[src/rtl/mc_ctrl_pkg.sv]
// Shared types and encodings for the multi-cycle RV32I control unit.
// Holds the FSM states, the control-field encodings, the opcodes and the decoded-control payload.
package mc_ctrl_pkg;

   localparam int unsigned CTRL_ALU_W = 4;
   localparam int unsigned CTRL_IMM_W = 3;
   localparam int unsigned CTRL_WB_W  = 2;

   typedef enum logic [2:0] {
      S_BOOT   = 3'd0,
      S_FETCH  = 3'd1,
      S_DECODE = 3'd2,
      S_EXEC   = 3'd3,
      S_MEM    = 3'd4,
      S_WB     = 3'd5,
      S_TRAP   = 3'd6
   } state_t;

   localparam logic [CTRL_ALU_W-1:0] ALU_ADD   = 4'd0;
   localparam logic [CTRL_ALU_W-1:0] ALU_SUB   = 4'd1;
   localparam logic [CTRL_ALU_W-1:0] ALU_AND   = 4'd2;
   localparam logic [CTRL_ALU_W-1:0] ALU_OR    = 4'd3;
   localparam logic [CTRL_ALU_W-1:0] ALU_XOR   = 4'd4;
   localparam logic [CTRL_ALU_W-1:0] ALU_SLL   = 4'd5;
   localparam logic [CTRL_ALU_W-1:0] ALU_SRL   = 4'd6;
   localparam logic [CTRL_ALU_W-1:0] ALU_SRA   = 4'd7;
   localparam logic [CTRL_ALU_W-1:0] ALU_SLT   = 4'd8;
   localparam logic [CTRL_ALU_W-1:0] ALU_SLTU  = 4'd9;
   localparam logic [CTRL_ALU_W-1:0] ALU_AUIPC = 4'd10;
   localparam logic [CTRL_ALU_W-1:0] ALU_LUI   = 4'd11;

   localparam logic [CTRL_IMM_W-1:0] IMM_I = 3'd0;
   localparam logic [CTRL_IMM_W-1:0] IMM_U = 3'd1;
   localparam logic [CTRL_IMM_W-1:0] IMM_S = 3'd2;
   localparam logic [CTRL_IMM_W-1:0] IMM_B = 3'd3;
   localparam logic [CTRL_IMM_W-1:0] IMM_J = 3'd4;

   localparam logic [CTRL_WB_W-1:0] WB_MEM = 2'd0;
   localparam logic [CTRL_WB_W-1:0] WB_ALU = 2'd1;
   localparam logic [CTRL_WB_W-1:0] WB_PC4 = 2'd2;

   localparam logic [4:0] OPC_LOAD   = 5'b00000;
   localparam logic [4:0] OPC_OPIMM  = 5'b00100;
   localparam logic [4:0] OPC_AUIPC  = 5'b00101;
   localparam logic [4:0] OPC_STORE  = 5'b01000;
   localparam logic [4:0] OPC_OP     = 5'b01100;
   localparam logic [4:0] OPC_LUI    = 5'b01101;
   localparam logic [4:0] OPC_BRANCH = 5'b11000;
   localparam logic [4:0] OPC_JALR   = 5'b11001;
   localparam logic [4:0] OPC_JAL    = 5'b11011;

   localparam logic [1:0] CAUSE_NONE    = 2'd0;
   localparam logic [1:0] CAUSE_ILLEGAL = 2'd1;
   localparam logic [1:0] CAUSE_IMEM_TO = 2'd2;
   localparam logic [1:0] CAUSE_DMEM_TO = 2'd3;

   typedef struct packed {
      logic [CTRL_ALU_W-1:0] alu_sel;
      logic [CTRL_IMM_W-1:0] imm_sel;
      logic                  a_sel;
      logic                  b_sel;
      logic [CTRL_WB_W-1:0]  wb_sel;
      logic                  br_un;
      logic                  is_load;
      logic                  is_store;
      logic                  is_branch;
      logic                  is_jump;
      logic                  legal;
   } ctrl_t;

   // sub_ok selects SUB/SRA on instr[30]; OP-IMM only honours it for the shift-right case
   function automatic logic [CTRL_ALU_W-1:0] alu_from_f3(input logic [2:0] f3, input logic f7,
                                                         input logic sub_ok);
      logic [CTRL_ALU_W-1:0] sel;
      case (f3)
         3'b000:  sel = (f7 && sub_ok) ? ALU_SUB : ALU_ADD;
         3'b001:  sel = ALU_SLL;
         3'b010:  sel = ALU_SLT;
         3'b011:  sel = ALU_SLTU;
         3'b100:  sel = ALU_XOR;
         3'b101:  sel = f7 ? ALU_SRA : ALU_SRL;
         3'b110:  sel = ALU_OR;
         default: sel = ALU_AND;
      endcase
      return sel;
   endfunction

endpackage

[src/rtl/mc_decode.sv]
// Combinational instruction decoder: opcode/func_3/func_7 to the control payload.
// LUI, AUIPC and JAL ignore func_3, which is part of their immediate.
module mc_decode
   import mc_ctrl_pkg::*;
(
   input  logic [4:0] opcode,
   input  logic [2:0] func_3,
   input  logic       func_7,
   output ctrl_t      ctrl
);

   always_comb begin
      ctrl = '0;
      case (opcode)
         OPC_LOAD: begin
            ctrl.legal   = (func_3 != 3'b011) && (func_3 != 3'b110) && (func_3 != 3'b111);
            ctrl.alu_sel = ALU_ADD;
            ctrl.imm_sel = IMM_I;
            ctrl.b_sel   = 1'b1;
            ctrl.wb_sel  = WB_MEM;
            ctrl.is_load = 1'b1;
         end
         OPC_STORE: begin
            ctrl.legal    = (func_3 == 3'b000) || (func_3 == 3'b001) || (func_3 == 3'b010);
            ctrl.alu_sel  = ALU_ADD;
            ctrl.imm_sel  = IMM_S;
            ctrl.b_sel    = 1'b1;
            ctrl.is_store = 1'b1;
         end
         OPC_OPIMM: begin
            ctrl.legal   = !((func_3 == 3'b001) && func_7);
            ctrl.alu_sel = alu_from_f3(func_3, func_7, 1'b0);
            ctrl.imm_sel = IMM_I;
            ctrl.b_sel   = 1'b1;
            ctrl.wb_sel  = WB_ALU;
         end
         OPC_OP: begin
            ctrl.legal   = !func_7 || (func_3 == 3'b000) || (func_3 == 3'b101);
            ctrl.alu_sel = alu_from_f3(func_3, func_7, 1'b1);
            ctrl.wb_sel  = WB_ALU;
         end
         OPC_LUI, OPC_AUIPC: begin
            ctrl.legal   = 1'b1;
            ctrl.alu_sel = (opcode == OPC_LUI) ? ALU_LUI : ALU_AUIPC;
            ctrl.a_sel   = (opcode == OPC_AUIPC);
            ctrl.imm_sel = IMM_U;
            ctrl.b_sel   = 1'b1;
            ctrl.wb_sel  = WB_ALU;
         end
         OPC_BRANCH: begin
            ctrl.legal     = (func_3 != 3'b010) && (func_3 != 3'b011);
            ctrl.alu_sel   = ALU_ADD;
            ctrl.imm_sel   = IMM_B;
            ctrl.a_sel     = 1'b1;
            ctrl.b_sel     = 1'b1;
            ctrl.br_un     = func_3[1];
            ctrl.is_branch = 1'b1;
         end
         OPC_JAL, OPC_JALR: begin
            ctrl.legal   = (opcode == OPC_JAL) || (func_3 == 3'b000);
            ctrl.alu_sel = ALU_ADD;
            ctrl.imm_sel = (opcode == OPC_JAL) ? IMM_J : IMM_I;
            ctrl.a_sel   = (opcode == OPC_JAL);
            ctrl.b_sel   = 1'b1;
            ctrl.wb_sel  = WB_PC4;
            ctrl.is_jump = 1'b1;
         end
         default: ctrl = '0;
      endcase
   end

endmodule

[src/rtl/multicycle_control_unit.sv]
// Multi-cycle RV32I controller: FETCH/DECODE/EXEC/MEM/WB sequencing with memory handshakes,
// bus-wait timeout and a sticky trap. Outputs are combinational from state and decoded control.
module multicycle_control_unit
   import mc_ctrl_pkg::*;
#(
   parameter int unsigned ALUSEL_W       = 4,
   parameter int unsigned IMMSEL_W       = 3,
   parameter int unsigned TIMEOUT_CYCLES = 16,
   parameter int unsigned CNT_W          = 8
) (
   input  logic                clk,
   input  logic                rst,
   input  logic [4:0]          opcode,
   input  logic [2:0]          func_3,
   input  logic                func_7,
   input  logic                BrEq,
   input  logic                BrLt,
   input  logic                imem_ready,
   input  logic                dmem_ready,
   output logic                imem_req,
   output logic                dmem_req,
   output logic                IRWrite,
   output logic                PCWrite,
   output logic                PCSel,
   output logic [IMMSEL_W-1:0] ImmSel,
   output logic                BrUn,
   output logic                ASel,
   output logic                BSel,
   output logic [ALUSEL_W-1:0] ALUSel,
   output logic                MemRW,
   output logic                RegWEn,
   output logic [1:0]          WBSel,
   output logic                trap,
   output logic [1:0]          trap_cause,
   output logic [2:0]          state_o
);

   state_t           state_q, state_d;
   logic [CNT_W-1:0] cnt_q, cnt_d;
   ctrl_t            ctrl_q, ctrl_dec;
   logic             trap_q, trap_d;
   logic [1:0]       cause_q, cause_d;
   logic             timeout_hit;
   logic             br_taken;

   mc_decode u_decode (
      .opcode (opcode),
      .func_3 (func_3),
      .func_7 (func_7),
      .ctrl   (ctrl_dec)
   );

   // Limit is checked on the registered count, so ready in the limit cycle still wins
   assign timeout_hit = (TIMEOUT_CYCLES != 0) && (cnt_q == CNT_W'(TIMEOUT_CYCLES));
   assign br_taken    = (func_3[2] ? BrLt : BrEq) ^ func_3[0];

   always_comb begin
      state_d  = state_q;
      cnt_d    = cnt_q;
      trap_d   = trap_q;
      cause_d  = cause_q;
      imem_req = 1'b0;
      dmem_req = 1'b0;
      IRWrite  = 1'b0;
      PCWrite  = 1'b0;
      PCSel    = 1'b0;
      ImmSel   = '0;
      BrUn     = 1'b0;
      ASel     = 1'b0;
      BSel     = 1'b0;
      ALUSel   = '0;
      MemRW    = 1'b0;
      RegWEn   = 1'b0;
      WBSel    = '0;

      if (state_q == S_EXEC || state_q == S_MEM || state_q == S_WB) begin
         ASel   = ctrl_q.a_sel;
         BSel   = ctrl_q.b_sel;
         ImmSel = IMMSEL_W'(ctrl_q.imm_sel);
         ALUSel = ALUSEL_W'(ctrl_q.alu_sel);
      end

      case (state_q)
         S_BOOT: state_d = S_FETCH;
         S_FETCH: begin
            imem_req = 1'b1;
            if (imem_ready) begin
               IRWrite = 1'b1;
               state_d = S_DECODE;
            end else if (timeout_hit) begin
               state_d = S_TRAP;
               cause_d = CAUSE_IMEM_TO;
            end else begin
               cnt_d = cnt_q + CNT_W'(1);
            end
         end
         S_DECODE: begin
            if (ctrl_dec.legal) begin
               state_d = S_EXEC;
            end else begin
               state_d = S_TRAP;
               cause_d = CAUSE_ILLEGAL;
            end
         end
         S_EXEC: begin
            BrUn = ctrl_q.is_branch && ctrl_q.br_un;
            if (!ctrl_q.legal) begin
               state_d = S_TRAP;
               cause_d = CAUSE_ILLEGAL;
            end else if (ctrl_q.is_branch) begin
               PCWrite = 1'b1;
               PCSel   = br_taken;
               state_d = S_FETCH;
            end else if (ctrl_q.is_load || ctrl_q.is_store) begin
               state_d = S_MEM;
            end else begin
               state_d = S_WB;
            end
         end
         S_MEM: begin
            dmem_req = 1'b1;
            MemRW    = ctrl_q.is_store;
            if (dmem_ready) begin
               if (ctrl_q.is_store) begin
                  PCWrite = 1'b1;
                  state_d = S_FETCH;
               end else begin
                  state_d = S_WB;
               end
            end else if (timeout_hit) begin
               state_d = S_TRAP;
               cause_d = CAUSE_DMEM_TO;
            end else begin
               cnt_d = cnt_q + CNT_W'(1);
            end
         end
         S_WB: begin
            RegWEn  = 1'b1;
            PCWrite = 1'b1;
            WBSel   = ctrl_q.wb_sel;
            PCSel   = ctrl_q.is_jump;
            state_d = S_FETCH;
         end
         S_TRAP: state_d = S_TRAP;
         default: state_d = S_BOOT;
      endcase

      if (state_d != state_q && (state_d == S_FETCH || state_d == S_MEM)) begin
         cnt_d = '0;
      end
      if (state_d == S_TRAP) begin
         trap_d = 1'b1;
      end

      // Reset kills requests and strobes without waiting for the state register
      if (rst) begin
         imem_req = 1'b0;
         dmem_req = 1'b0;
         IRWrite  = 1'b0;
         PCWrite  = 1'b0;
         MemRW    = 1'b0;
         RegWEn   = 1'b0;
      end
   end

   always_ff @(posedge clk or posedge rst) begin
      if (rst) begin
         state_q <= S_BOOT;
         cnt_q   <= '0;
         ctrl_q  <= '0;
         trap_q  <= 1'b0;
         cause_q <= CAUSE_NONE;
      end else begin
         state_q <= state_d;
         cnt_q   <= cnt_d;
         trap_q  <= trap_d;
         cause_q <= cause_d;
         if (state_q == S_DECODE) begin
            ctrl_q <= ctrl_dec;
         end
      end
   end

   assign trap       = trap_q;
   assign trap_cause = cause_q;
   assign state_o    = state_q;

endmodule

[config.mk]
export PLATFORM = sky130hd
export DESIGN_NAME = multicycle_control_unit
export DESIGN_NICKNAME = d
export VERILOG_FILES = /design/src/rtl/mc_ctrl_pkg.sv /design/src/rtl/mc_decode.sv /design/src/rtl/multicycle_control_unit.sv
export SDC_FILE = /design/constraint.sdc
export NUM_CORES = 1
export LEC_CHECK = 0
export BUFFER_PORTS_ARGS = -buffer_cell sky130_fd_sc_hd__buf_2
export CORE_AREA = 4 4 71 73
export CTS_BUF_LIST = sky130_fd_sc_hd__clkbuf_8 sky130_fd_sc_hd__clkbuf_16
export DETAILED_ROUTE_END_ITERATION = 12
export DIE_AREA = 0 0 75 77
export GPL_ROUTABILITY_DRIVEN = 0
export PLACE_DENSITY = 0.66
export SLEW_MARGIN = 10
export SYNTH_ARGS = -nofsm -noshare
export SYNTH_HDL_FRONTEND = slang
export SYNTH_SLANG_ARGS = --single-unit
[constraint.sdc]
create_clock -name clk -period 2.5 [get_ports clk]
set_clock_uncertainty 0.1 [all_clocks]
set_input_delay 0.125 -clock clk [delete_from_list [all_inputs] [get_ports clk]]
set_output_delay 0.125 -clock clk [all_outputs]
set_load 0.02 [all_outputs]
==> results.json <==
{
  "cts_root_buf": "clkbuf_8",
  "critical_path_class": "reg -> reg",
  "holdBufCountCts": 1,
  "yosysWarnings": 0,
  "grt_max_degree": 24,
  "max_freq_mhz": 437,
  "wl_per_cell_um": 15.0,
  "hold_path.class": "in -> reg",
  "num_antenna_cells": 0,
  "synth-xor-area-share": 0.0362,
  "dr.pass1.iters": 4,
  "startpoint_type": "flop",
  "finalSetupTns_ns": 0,
  "synth_compound_area_frac": 0.232,
  "final_cells": 313,
  "wirelength_um": 4700,
  "end_kind": "flop",
  "required_ns": 2.55,
  "avgSynthCellArea_um2": 8.81,
  "leakagePower_uw": 0.00113,
  "fin_crit_sh": 0.916,
  "layout_common_cells": "buf_2, dfrtp_1, nor2_1, nand2_1, o21ai_0",
  "syn_to_final_growth_pct": 19.4,
  "groute.usage.overall": 0.170,
  "grtUsageMet2": 0.258,
  "netlist_instances": 220,
  "rows": 24,
  "cts_buffer_depth": 2,
  "drc": 0,
  "postRouteAntennaNets": 0,
  "grt_overflow_total": 0,
  "fin_ws_ns": 0.209,
  "report.final.slew_viol_count": 0,
  "met3_usage": 0.0353,
  "yosysTopAreaCell": "dfrtp_1",
  "synth_seq_cells": 31,
  "async_flop_share": 1.00,
  "syn-num-nets": 237,
  "ir_drop_mv": 0.382,
  "tightest_slew_ns": 0.596,
  "cts_tree": "yes",
  "status": "complete, no violations",
  "synth_edf_count": 0,
  "dieArea_um2": 5780,
  "port_buffers": 39,
  "setup-violations-final": 0,
  "ys_types": 49,
  "dp_hpwl_um": 3580,
  "worst-path-max-fanout": 11,
  "drtIter0Drc": 112,
  "cts_resized": 0,
  "synthTopCellsByArea": "dfrtp_1, and2_1, nor2_1",
  "synth_ff_type": "dfrtp_1",
  "top_usage_layer": "met2",
  "period_minus_slack_ns": 2.29,
  "syn_area_um2": 1940,
  "final_util": 0.531,
  "core-area_um2": 4350,
  "nets": 277,
  "finalHoldViolations": 0,
  "grt_pass1_vias": 1639,
  "synthMuxAreaShare": 0.0103,
  "power_density_nw_per_um2": 1040,
  "fillers": 423,
  "grt_use_met1": 0.224,
  "dp_slack_ns": 0.231,
  "synthAdderAreaFrac": 0.0129,
  "cts_num_sinks": 31,
  "antenna_found_initial": 0,
  "cts.clk_slew.worst_paths_ns": 0.07,
  "drive_above_1_share": 0.234,
  "ys_seq_area_frac": 0.400,
  "yosys.area.top_type_share": 0.400,
  "fp.dieH_um": 77,
  "start_util": 0.445,
  "clkLatencyLatePin_ns": 0.28,
  "maxCapViolCount": 0,
  "maxSlewHeadroom": 0.597,
  "htree_levels": 2,
  "die_x_um": 75,
  "viasPerCell": 5.75,
  "rsz0062_at_grt": "false",
  "final_common_cell": "buf_2",
  "grt_pass1_wl_um": 7620,
  "yosys.area_share.simple": 0.258,
  "cts_buffers": 5,
  "placed_cells": 304,
  "post_cts_buffers": 0,
  "worstPathArrival_ns": 2.34,
  "io-pin-count": 40,
  "synth_top_family_by_area": "simple AND/OR/NAND/NOR gates",
  "fin_hold_ws_ns": 0.0529,
  "num_vias": 1801
}
==> cell usage after synthesis, drive strengths merged (3+ instances only) <==
library cell / count
a21o: 4
a21oi: 10
a31oi: 4
and2: 12
and3: 7
clkbuf: 11
dfrtp: 31
inv: 11
nand2: 17
nand2b: 3
nand3: 6
nand3b: 3
nand4: 5
nor2: 20
nor2b: 3
nor3: 4
o211ai: 3
o21a: 3
o21ai: 15
o41ai: 3
or2: 4
xnor2: 3
xor2: 5
==> cell type report <==
| type | instances | area, um2 | area share |
|---|---|---|---|
| Sequential cell | 31 | 776 | 0.335 |
| Timing Repair Buffer | 46 | 250 | 0.108 |
| Clock inverter | 2 | 35.0 | 0.0151 |
| Tap cell | 52 | 65.1 | 0.0281 |
| Inverter | 11 | 41.3 | 0.0178 |
| Clock buffer | 6 | 82.6 | 0.0357 |
| Multi-Input combinational cell | 165 | 1060 | 0.460 |
==> routing by layer <==
metal	part of all wire	vias up	wire [um]
met5	0	-	0
li1	-	872	-
met4	0.027	0	125
met2	0.48	47	2260
met1	0.44	871	2080
met3	0.050	11	235
==> critical path, cell delays in order, from the launching register on <==
cell and delay, ns:
dfrtp_1 0.44, buf_4 0.20, and3b_1 0.23, o211a_1 0.15
a31oi_1 0.17, o41ai_1 0.15, o41ai_4 0.59, nor2_1 0.13
==> metrics by stage <==
stage               power (uW)  area, um2
global placement          1900       2190
global route              2570       2310
detailed placement        1910       2190
floorplan                 1580       1940
CTS                       2430       2310
finish                    2410       2310
==> path summary, 6_finish.rpt <==
kind | endpoint | cells past startpoint | slack, ns | start
setup reg to reg | cnt_q[6]$_DFFE_PP0P_ | 7 | 0.21 | state_o[0]$_DFF_PP0_
max in group asynchronous | ctrl_q[0]$_DFFE_PP0P_ | 4 | 1.28 | rst
hold reg to reg | trap$_DFFE_PP0N_ | 1 | 0.36 | trap$_DFFE_PP0N_
min in group asynchronous | trap_cause[0]$_DFFE_PP0P_ | 3 | 0.37 | rst
setup / recovery | cnt_q[6]$_DFFE_PP0P_ | 7 | 0.21 | state_o[0]$_DFF_PP0_
hold / removal | ctrl_q[11]$_DFFE_PP0P_ | 2 | 0.05 | opcode[1]
==> flip-flops by register name, summed over array words and instances (netlist names) <==
| register | count |
|---|---|
| ctrl_q | 17 |
| cnt_q | 8 |
| state_o | 3 |
| trap_cause | 2 |
| trap | 1 |
==> cell families after synthesis <==
| family | count (synthesis) |
|---|---|
| mux | 2 |
| buf+inv | 24 |
| fa+ha+maj | 2 |
| compound gates | 60 |
| simple gates | 93 |
| xor+xnor | 8 |
| flops | 31 |
==> where the power goes <==
part | total (uW) | switching [uW] | internal (uW)
registers | 762 | 116 | 646
clock network | 512 | 190 | 322
logic | 1140 | 699 | 438
Power figures use the tool's default switching activity.
